==> src/rtl/ctrl_spi_out_if.sv <==
// ctrl_spi_out_if
//   Bundles the request and SPI-line signals of the control-word SPI
//   transmitter (ctrl_spi_out).
//   Request side: i_data0 / i_data1 (16-bit words), i_send (start request).
//   Status side:  o_busy (frame in progress), o_done (one-cycle pulse at CS rise).
//   SPI lines:    o_SPI_CS (active low), o_SPI_clock (SCK, idles low),
//                 o_SPI_data (MOSI).
//   Modports: master = the block requesting frames, slave = the transmitter.
interface ctrl_spi_out_if;
  logic [15:0] i_data0;
  logic [15:0] i_data1;
  logic        i_send;
  logic        o_busy;
  logic        o_done;
  logic        o_SPI_CS;
  logic        o_SPI_clock;
  logic        o_SPI_data;

  modport master (
    output i_data0, i_data1, i_send,
    input  o_busy, o_done, o_SPI_CS, o_SPI_clock, o_SPI_data
  );

  modport slave (
    input  i_data0, i_data1, i_send,
    output o_busy, o_done, o_SPI_CS, o_SPI_clock, o_SPI_data
  );
endinterface

==> src/rtl/ctrl_spi_out.sv <==
// ctrl_spi_out
//   SPI mode-0 master transmitter for the control-word link into the
//   oscillator FPGA. One request sends {i_data0, i_data1} MSB-first under a
//   single active-low chip select, then keeps CS high for a minimum gap
//   before accepting the next request.
//
//   Optional feature macro: CTRL_SPI_CHECKWORD_EN
//     defined   -> a third word (i_data0 ^ i_data1) is appended, 48-bit frame.
//     undefined -> 32-bit frame, no XOR logic.
//
//   Parameters:
//     CLK_DIV  SCK half-period in i_clock cycles (>=1)
//     CS_SETUP cycles from CS falling to first SCK rise (>=1)
//     CS_HOLD  cycles from last SCK fall to CS rise (>=1)
//     CS_GAP   CS-high cycles after a frame before o_busy drops (>=0)
//
//   Ports:
//     i_clock  system clock
//     rstn     asynchronous active-low reset (aborts any frame, no o_done)
//     bus      ctrl_spi_out_if.slave: i_data0, i_data1, i_send in;
//              o_busy, o_done, o_SPI_CS, o_SPI_clock, o_SPI_data out
//
//   All outputs come straight from registers, so the SPI lines are glitch
//   free. i_send is only looked at in IDLE; requests while busy are dropped.
module ctrl_spi_out #(
  parameter int CLK_DIV  = 4,
  parameter int CS_SETUP = 4,
  parameter int CS_HOLD  = 4,
  parameter int CS_GAP   = 8
) (
  input  logic          i_clock,
  input  logic          rstn,
  ctrl_spi_out_if.slave bus
);

  localparam logic [2:0] ST_IDLE     = 3'd0;
  localparam logic [2:0] ST_SETUP    = 3'd1;
  localparam logic [2:0] ST_SCK_HIGH = 3'd2;
  localparam logic [2:0] ST_SCK_LOW  = 3'd3;
  localparam logic [2:0] ST_HOLD     = 3'd4;
  localparam logic [2:0] ST_GAP      = 3'd5;

`ifdef CTRL_SPI_CHECKWORD_EN
  localparam int FRAME_BITS = 48;
`else
  localparam int FRAME_BITS = 32;
`endif

  // Phase counter must be able to count the longest of the timed phases.
  localparam int PH_MAX_A = (CLK_DIV > CS_SETUP) ? CLK_DIV : CS_SETUP;
  localparam int PH_MAX_B = (CS_HOLD > CS_GAP) ? CS_HOLD : CS_GAP;
  localparam int PH_MAX   = (PH_MAX_A > PH_MAX_B) ? PH_MAX_A : PH_MAX_B;
  localparam int PH_W     = $clog2(PH_MAX + 1);

  // Each phase is loaded with (length - 1) and ends when the counter is 0,
  // so a phase of length L occupies exactly L cycles.
  localparam logic [PH_W-1:0] SETUP_LOAD = PH_W'(CS_SETUP - 1);
  localparam logic [PH_W-1:0] DIV_LOAD   = PH_W'(CLK_DIV - 1);
  localparam logic [PH_W-1:0] HOLD_LOAD  = PH_W'(CS_HOLD - 1);
  localparam logic [PH_W-1:0] GAP_LOAD   = PH_W'((CS_GAP > 0) ? CS_GAP - 1 : 0);

  logic [2:0]            state_reg, state_next;
  logic [PH_W-1:0]       phase_reg, phase_next;
  logic [5:0]            bits_reg, bits_next;
  logic [FRAME_BITS-1:0] shift_reg, shift_next;
  logic                  busy_reg, busy_next;
  logic                  done_reg, done_next;
  logic                  cs_reg, cs_next;
  logic                  sck_reg, sck_next;

  logic [FRAME_BITS-1:0] frame_word;

`ifdef CTRL_SPI_CHECKWORD_EN
  logic [15:0] check_word;
  genvar gi;
  for (gi = 0; gi < 16; gi++) begin : g_check_word
    assign check_word[gi] = bus.i_data0[gi] ^ bus.i_data1[gi];
  end
  assign frame_word = {bus.i_data0, bus.i_data1, check_word};
`else
  assign frame_word = {bus.i_data0, bus.i_data1};
`endif

  always_comb begin
    state_next = state_reg;
    phase_next = phase_reg;
    bits_next  = bits_reg;
    shift_next = shift_reg;
    busy_next  = busy_reg;
    done_next  = 1'b0;
    cs_next    = cs_reg;
    sck_next   = sck_reg;

    case (state_reg)
      ST_IDLE: begin
        if (bus.i_send) begin
          shift_next = frame_word;
          bits_next  = 6'(FRAME_BITS);
          busy_next  = 1'b1;
          cs_next    = 1'b0;
          phase_next = SETUP_LOAD;
          state_next = ST_SETUP;
        end
      end

      ST_SETUP: begin
        if (phase_reg == '0) begin
          sck_next   = 1'b1;
          phase_next = DIV_LOAD;
          state_next = ST_SCK_HIGH;
        end else begin
          phase_next = phase_reg - 1'b1;
        end
      end

      ST_SCK_HIGH: begin
        if (phase_reg == '0) begin
          // Falling edge: present the next bit. Zeros are shifted in, so
          // MOSI is 0 after the last bit without any extra logic.
          sck_next   = 1'b0;
          shift_next = {shift_reg[FRAME_BITS-2:0], 1'b0};
          bits_next  = bits_reg - 6'd1;
          if (bits_reg == 6'd1) begin
            // The hold time starts at the last falling edge, so the final
            // low half-period is replaced by the CS hold phase.
            phase_next = HOLD_LOAD;
            state_next = ST_HOLD;
          end else begin
            phase_next = DIV_LOAD;
            state_next = ST_SCK_LOW;
          end
        end else begin
          phase_next = phase_reg - 1'b1;
        end
      end

      ST_SCK_LOW: begin
        if (phase_reg == '0) begin
          sck_next   = 1'b1;
          phase_next = DIV_LOAD;
          state_next = ST_SCK_HIGH;
        end else begin
          phase_next = phase_reg - 1'b1;
        end
      end

      ST_HOLD: begin
        if (phase_reg == '0) begin
          cs_next   = 1'b1;
          done_next = 1'b1;
          if (CS_GAP == 0) begin
            // No gap: busy drops together with the CS rise / done pulse.
            busy_next  = 1'b0;
            state_next = ST_IDLE;
          end else begin
            phase_next = GAP_LOAD;
            state_next = ST_GAP;
          end
        end else begin
          phase_next = phase_reg - 1'b1;
        end
      end

      ST_GAP: begin
        if (phase_reg == '0) begin
          busy_next  = 1'b0;
          state_next = ST_IDLE;
        end else begin
          phase_next = phase_reg - 1'b1;
        end
      end

      default: begin
        state_next = ST_IDLE;
        busy_next  = 1'b0;
        cs_next    = 1'b1;
        sck_next   = 1'b0;
        shift_next = '0;
      end
    endcase
  end

  always_ff @(posedge i_clock or negedge rstn) begin
    if (!rstn) begin
      state_reg <= ST_IDLE;
      phase_reg <= '0;
      bits_reg  <= '0;
      shift_reg <= '0;
      busy_reg  <= 1'b0;
      done_reg  <= 1'b0;
      cs_reg    <= 1'b1;
      sck_reg   <= 1'b0;
    end else begin
      state_reg <= state_next;
      phase_reg <= phase_next;
      bits_reg  <= bits_next;
      shift_reg <= shift_next;
      busy_reg  <= busy_next;
      done_reg  <= done_next;
      cs_reg    <= cs_next;
      sck_reg   <= sck_next;
    end
  end

  assign bus.o_busy      = busy_reg;
  assign bus.o_done      = done_reg;
  assign bus.o_SPI_CS    = cs_reg;
  assign bus.o_SPI_clock = sck_reg;
  assign bus.o_SPI_data  = shift_reg[FRAME_BITS-1];

endmodule
==> src/flat_wrapper.sv <==
// flat-port wrapper written by rule: the top's interface ports become plain ports
module ctrl_spi_out_flat 
#(
  parameter int CLK_DIV  = 4,
  parameter int CS_SETUP = 4,
  parameter int CS_HOLD  = 4,
  parameter int CS_GAP   = 8
)
  (i_clock, rstn, bus_i_data0, bus_i_data1, bus_i_send, bus_o_busy, bus_o_done, bus_o_SPI_CS, bus_o_SPI_clock, bus_o_SPI_data);
  ctrl_spi_out_if bus_i ();
  input  logic i_clock;
  input  logic rstn;
  input wire logic [$bits(bus_i.i_data0)-1:0] bus_i_data0;
  input wire logic [$bits(bus_i.i_data1)-1:0] bus_i_data1;
  input wire logic [$bits(bus_i.i_send)-1:0] bus_i_send;
  output wire logic [$bits(bus_i.o_busy)-1:0] bus_o_busy;
  output wire logic [$bits(bus_i.o_done)-1:0] bus_o_done;
  output wire logic [$bits(bus_i.o_SPI_CS)-1:0] bus_o_SPI_CS;
  output wire logic [$bits(bus_i.o_SPI_clock)-1:0] bus_o_SPI_clock;
  output wire logic [$bits(bus_i.o_SPI_data)-1:0] bus_o_SPI_data;
  assign bus_i.i_data0 = bus_i_data0;
  assign bus_i.i_data1 = bus_i_data1;
  assign bus_i.i_send = bus_i_send;
  assign bus_o_busy = bus_i.o_busy;
  assign bus_o_done = bus_i.o_done;
  assign bus_o_SPI_CS = bus_i.o_SPI_CS;
  assign bus_o_SPI_clock = bus_i.o_SPI_clock;
  assign bus_o_SPI_data = bus_i.o_SPI_data;
  ctrl_spi_out #(.CLK_DIV(CLK_DIV), .CS_SETUP(CS_SETUP), .CS_HOLD(CS_HOLD), .CS_GAP(CS_GAP)) u_core (.i_clock(i_clock), .rstn(rstn), .bus(bus_i));
endmodule
==> config.mk <==
export PLATFORM = sky130hd
export DESIGN_NAME = ctrl_spi_out_flat
export DESIGN_NICKNAME = d
export VERILOG_FILES = /design/src/rtl/ctrl_spi_out_if.sv /design/src/rtl/ctrl_spi_out.sv /design/src/flat_wrapper.sv
export SDC_FILE = /design/constraint.sdc
export NUM_CORES = 1
export LEC_CHECK = 0
export CAP_MARGIN = 20
export CORE_UTILIZATION = 55
export CTS_CLUSTER_DIAMETER = 80
export DETAILED_ROUTE_END_ITERATION = 12
export GPL_ROUTABILITY_DRIVEN = 0
export PLACE_DENSITY = 0.86
export SLEW_MARGIN = 20
export SYNTH_ARGS = -nofsm -noshare
export SYNTH_HDL_FRONTEND = slang
export SYNTH_SLANG_ARGS = --single-unit
==> constraint.sdc <==
create_clock -name i_clock -period 4.23 [get_ports i_clock]
set_clock_uncertainty 0.05 [all_clocks]
set_input_delay 0.6345 -clock i_clock [delete_from_list [all_inputs] [get_ports i_clock]]
set_output_delay 0.6345 -clock i_clock [all_outputs]
set_load 0.05 [all_outputs]
==> results.toml, run 1 <==
[status]
outcome = "finished with violations"
violations = "DRC"

[pwr]
vdd_drop_max_v = 0.000292
seqPwrFrac_pct = 42.8
finalPower_mw = 1.91
p_clk_share_pct = 14.9
swShare_pct = 39.8
internal-power_mw = 1.15
power.density_nw_per_um2 = 617
comb_power_share_pct = 42.3
total_leakage_power_nw = 1.45
p_sw_mw = 0.758

[detailed_routing]
wirelength_um = 4770
drt_first_iter_violations = 147
vias_per_cell = 5.78
dr.pass1.iters = 8
post_drt_wl_per_cell_um = 14.2
ant_nets = 0
route.detailed.drc = 1
vias = 1947

[finish]
largest_reg_flops = 32
final_util_pct = 69.0
synthToLayoutAreaGrowth_pct = 17.7
antennaDiodeCount = 0
drive_gt1_share_pct = 6.32
final_nets = 322
fill_cells = 341

[die]
rows = 24
die_y_um = 71.1
io_pins = 40
core_um2 = 4470
initial_core_util_pct = 58.6
die-width_um = 71.1
die-area_um2 = 5050

[synthesis]
ys_seq_area_share_pct = 46.8
synthFlopType = "dfrtp_1"
syn_avg_cell_area_um2 = 10.2
synthArstFlopShare_pct = 100
netlist_area_um2 = 2620
ys_ff_latch = 49
synth_edf_count = 0
synth_cells = 256
synth.distinct_cells = 47
synth.net_count = 294
yosysWarnings = 0

[sta]
worst_slew_pin_slew_ns = 0.936
timing.final.crit_share_pct = 65.8
final-max-slew-violation-count = 0
fin_crit_ns = 2.78
fin_setup_tns_ns = 0
fmax_mhz = 359
rsz0062_at_grt = "no"
slew-limit-headroom_pct = 37.6
hold_viol_final = 0
setup_viol = 0

[cts]
cts-hold-fix-buffers = 0
path_clk_slew_ns = 0.09
cts_tree = "yes"
post_cts_resized = 0
insertion_delay_ns = 0.30
clockBufferDepth = 2
htreeDepth = 2
cts_buffers = 5
postCtsSetupBuffers = 0
cts-root-buf = "clkbuf_8"
cts.sinks = 49

[global_routing]
grt-ovfl-total = 0
grt_max_degree = 50
antenna_found_initial = 0
grt.total_usage_pct = 21.7
grt_first_pass_wirelength_um = 8550
grt_pass1_vias = 1920

[placement]
dpl.hpwl_um = 3200
port_buffers = 39

[critical_path]
endpoint_kind = "register"
cp.arrival_ns = 2.93
cp-start-kind = "register"
worstRegToRegCells = 6
critPathKind = "register to register"
worst-path-max-fanout = 39
crit_required_ns = 4.38

[run]
cap_violations = 0

[hold_path]
min_path_type = "primary input to async pin"
-- placed cells by master (no fill, tap or decap), types with 2 or more instances in the layout --
cell type        count
dfrtp_1             47
clkdlybuf4s50_1     38
nand2_1             35
o31ai_1             32
mux2i_1             31
nor2_1              11
inv_1                8
nor3_1               7
a21oi_1              7
clkbuf_8             6
nand2b_1             5
o21ai_1              5
o22ai_1              4
buf_4                4
nand3b_1             3
a22o_1               3
ha_1                 3
and3_1               2
or2_1                2
o21ai_0              2
and2_1               2
a2111oi_4            2
clkbuf_1             2
-- worst paths after layout --
check	startpoint	endpoint	slack, ns
worst max register to register	u_core.phase_reg[0]	u_core.shift_reg[18]	1.45
max in group asynchronous	rstn	u_core.state_reg[1]	3.41
min in group i_clock	u_core.shift_reg[8]	u_core.shift_reg[8]	0.44
worst max-delay path	u_core.phase_reg[0]	u_core.shift_reg[18]	1.45
worst min register to register	u_core.shift_reg[8]	u_core.shift_reg[8]	0.44
worst min-delay path	rstn	u_core.bus.o_busy	0.29
-- cells in the mapped netlist (2+ instances only) --
cell type | number | share of area, %
dfrtp_1 | 48 | 46
nand2_1 | 35 | 5.0
o31ai_1 | 32 | 9.2
mux2i_1 | 31 | 12
clkbuf_1 | 14 | 2.0
nor2_1 | 11 | 1.6
inv_1 | 8 | 1.1
a21oi_1 | 7 | 1.3
nor3_1 | 7 | 1.3
nand2b_1 | 5 | 1.2
o21ai_1 | 5 | 0.95
o22ai_1 | 4 | 0.95
a22o_1 | 3 | 1.0
buf_2 | 3 | 0.57
ha_1 | 3 | 1.4
nand3b_1 | 3 | 0.86
a2111oi_4 | 2 | 2.1
and2_1 | 2 | 0.48
and3_1 | 2 | 0.48
buf_6 | 2 | 0.86
o21ai_0 | 2 | 0.38
or2_1 | 2 | 0.48
-- critical path: stages, from the launching register on --
cell and delay (ns):
dfrtp_1 0.40, inv_1 0.11, ha_1 0.21, nor3b_2 0.68, o221ai_4 0.53, buf_4 0.39, o31ai_1 0.28
-- logic make-up (layout without fill, tap and decap cells) --
family	Yosys count	in the layout	synth area share, %
AO/OA/AOI/OAI	68	68	20.4
XOR/XNOR	1	1	0.334
adder cells (fa/ha/maj)	3	3	1.43
buffers and inverters	29	58	5.44
flip-flops	49	49	46.8
multiplexers	31	31	11.8
AND/OR/NAND/NOR	75	75	13.8
-- per-stage QoR --
step	cell area, µm²	cells	hold WS [ns]	setup WS [ns]
floorplan	2620	256	0.289	2.25
global placement	3000	329	0.411	1.46
detailed placement	3000	329	0.416	1.37
CTS	3090	337	0.435	1.42
global route	3090	337	0.326	1.14
finish	3090	337	0.290	1.45
-- power groups by stage --
stage               Combinational [mW]  Clock (mW)  Sequential, mW
global route                     0.917       0.309           0.847
finish                           0.805       0.284           0.816
detailed placement               0.817           0           0.823
CTS                              0.818       0.289           0.816
floorplan                        0.665           0           0.798
global placement                 0.790           0           0.818
-- routing by layer --
metal	vias up	track usage, %	share of wire (%)
met3	6	5.41	4.3
met1	916	27.8	47
met5	-	0	0
met4	0	6.67	1.4
met2	44	36.4	47
li1	981	-	-
-- layout make-up --
cell class / count / area [µm²] / area share [%]
clock buffers: 8 / 90.1 / 2.92
inverters: 8 / 30.0 / 0.972
multi-input cells: 178 / 1260 / 40.9
flip-flops and latches: 49 / 1230 / 39.8
well taps: 52 / 65.1 / 2.11
repair buffers: 42 / 410 / 13.3
No activity file was read; power rests on OpenSTA's default activity.
==> inputs of run 2 (changes only) <==
--- a/config.mk
+++ b/config.mk
@@ -6,11 +6,11 @@
 export NUM_CORES = 1
 export LEC_CHECK = 0
 export CAP_MARGIN = 20
-export CORE_UTILIZATION = 55
+export CORE_UTILIZATION = 49
 export CTS_CLUSTER_DIAMETER = 80
 export DETAILED_ROUTE_END_ITERATION = 12
 export GPL_ROUTABILITY_DRIVEN = 0
-export PLACE_DENSITY = 0.86
+export PLACE_DENSITY = 0.81
 export SLEW_MARGIN = 20
 export SYNTH_ARGS = -nofsm -noshare
 export SYNTH_HDL_FRONTEND = slang
==> constraint.sdc (replaced) <==
create_clock -name i_clock -period 2.4 [get_ports i_clock]
set_clock_uncertainty 0.05 [all_clocks]
set_input_delay 0.36 -clock i_clock [delete_from_list [all_inputs] [get_ports i_clock]]
set_output_delay 0.36 -clock i_clock [all_outputs]
set_load 0.05 [all_outputs]
==> results.toml, run 2 (synthesized netlist as in run 1, its figures left out) <==
[critical_path]
worst-path-max-fanout = 4
timing.rr.start = "u_core.phase_reg[0]"
critPathKind = "register to register"
cp-start-kind = "register"
endpoint_kind = "register"
worstRegToRegCells = 6
cp.arrival_ns = 2.28
crit_required_ns = 2.54
regToRegSetupSlack_ns = 0.26
r2r_end = "u_core.bits_reg[3]"

[finish]
antennaDiodeCount = 0
layout_common_cells = "dfrtp_1, clkdlybuf4s50_1, nand2_1"
drive_gt1_share_pct = 9.49
largest_reg_flops = 32
final_nets = 333
synthToLayoutAreaGrowth_pct = 22.1
final_common_cell = "dfrtp_1"

[sta]
hold_viol_final = 0
setup_viol = 0
rsz0062_at_grt = "no"
fin_crit_ns = 2.14
final-max-slew-violation-count = 0
fin_setup_tns_ns = 0
postLayoutSetupSlackWorst_ns = 0.264
fmax_mhz = 468
slew-limit-headroom_pct = 63.8
timing.final.crit_share_pct = 89.0
worst_slew_pin_slew_ns = 0.544

[status]
outcome = "complete, no violations"

[pwr]
power.density_nw_per_um2 = 1080
p_clk_share_pct = 14.1
total_leakage_power_nw = 1.50
p_sw_mw = 1.38
internal-power_mw = 2.08
seqPwrFrac_pct = 41.4
swShare_pct = 39.9
vdd_drop_max_v = 0.000538
comb_power_share_pct = 44.4

[global_routing]
grt_first_pass_wirelength_um = 9100
grt.total_usage_pct = 21.3
antenna_found_initial = 0
grt_max_degree = 32
grt_pass1_vias = 2000
grt-ovfl-total = 0

[die]
io_pins = 40
die_y_um = 75.2
die-area_um2 = 5650
initial_core_util_pct = 51.0
rows = 26
die-width_um = 75.2
core_um2 = 5140

[detailed_routing]
route.detailed.drc = 0
ant_nets = 0
post_drt_wl_per_cell_um = 14.4
drt_first_iter_violations = 112
vias_per_cell = 5.58
vias = 2036
dr.pass1.iters = 4
wirelength_um = 5250

[cts]
path_clk_slew_ns = 0.08
insertion_delay_ns = 0.30
clockBufferDepth = 2
cts-root-buf = "clkbuf_8"
htreeDepth = 2
post_cts_resized = 0
cts_tree = "yes"
postCtsSetupBuffers = 0
cts.sinks = 49
cts_buffers = 5
cts-hold-fix-buffers = 1

[hold_path]
min_from = "u_core.shift_reg[31]"
min_path_type = "register to register"
holdPathStages = 2
hold_end = "u_core.shift_reg[31]"

[placement]
port_buffers = 39
dpl.hpwl_um = 3740
post-place-ws_ns = 0.301

[run]
cap_violations = 0
[run 2: changes by cell type in the layout (fill, tap and decap cells not counted)]
| cell | before | now |
|---|---|---|
| buf_2 | 0 | 1 |
| buf_4 | 4 | 12 |
| dlygate4sd3_1 | 0 | 1 |
| clkbuf_1 | 2 | 1 |
| buf_12 | 0 | 1 |
[run 2: area by class of cell]
type	instances	area, µm²
Timing Repair Buffer	53	505
Clock buffer	7	86.3
Inverter	8	30.0
Tap cell	70	87.6
Fill cell	439	1940
Sequential cell	49	1230
Multi-Input combinational cell	178	1260
[run 2: metal layers]
metal  part of all wire (%)  routed length (µm)  track usage [%]
met1                     47                2480             28.3
met2                     48                2510             34.8
met3                    3.4                 177             4.28
met4                    1.4                  75             7.61
met5                      0                   0                0
[run 2: worst max path at each step]
stage	startpoint	to	slack, ns
CTS	u_core.phase_reg[0]	u_core.bits_reg[3]	0.27
detailed placement	u_core.phase_reg[0]	u_core.bits_reg[3]	0.30
global route	u_core.phase_reg[0]	u_core.bits_reg[3]	0.16
floorplan	u_core.phase_reg[0]	u_core.bits_reg[3]	0.42
global placement	u_core.phase_reg[0]	u_core.bits_reg[3]	0.37
finish	u_core.phase_reg[0]	u_core.bits_reg[3]	0.26
[run 2: per-stage QoR]
step | cells | hold WS (ns) | util (%) | instance area (µm²) | total power [mW]
floorplan | 256 | 0.0144 | - | 2620 | 2.58
global placement | 357 | 0.243 | 60.4 | 3110 | 2.93
detailed placement | 357 | 0.245 | 60.4 | 3110 | 2.99
CTS | 365 | 0.434 | 62.3 | 3200 | 3.48
global route | 365 | 0.458 | 62.3 | 3200 | 3.73
finish | 365 | 0.429 | 62.3 | 3200 | 3.46
[run 2: worst max-delay path: stages (launching register included)]
cell and delay, ns:
dfrtp_1 0.40, inv_1 0.12, ha_1 0.21, or3b_1 0.47
a2111oi_4 0.46, a21oi_1 0.12, a31o_1 0.20
[run 2: power by group through the flow]
stage	clock [mW]	sequential (mW)	combinational [mW]
2_1_floorplan	0	1.41	1.17
3_3_place_gp	0	1.43	1.49
3_5_place_dp	0	1.44	1.55
4_1_cts	0.501	1.43	1.55
5_1_grt	0.532	1.48	1.72
6_report	0.488	1.43	1.54
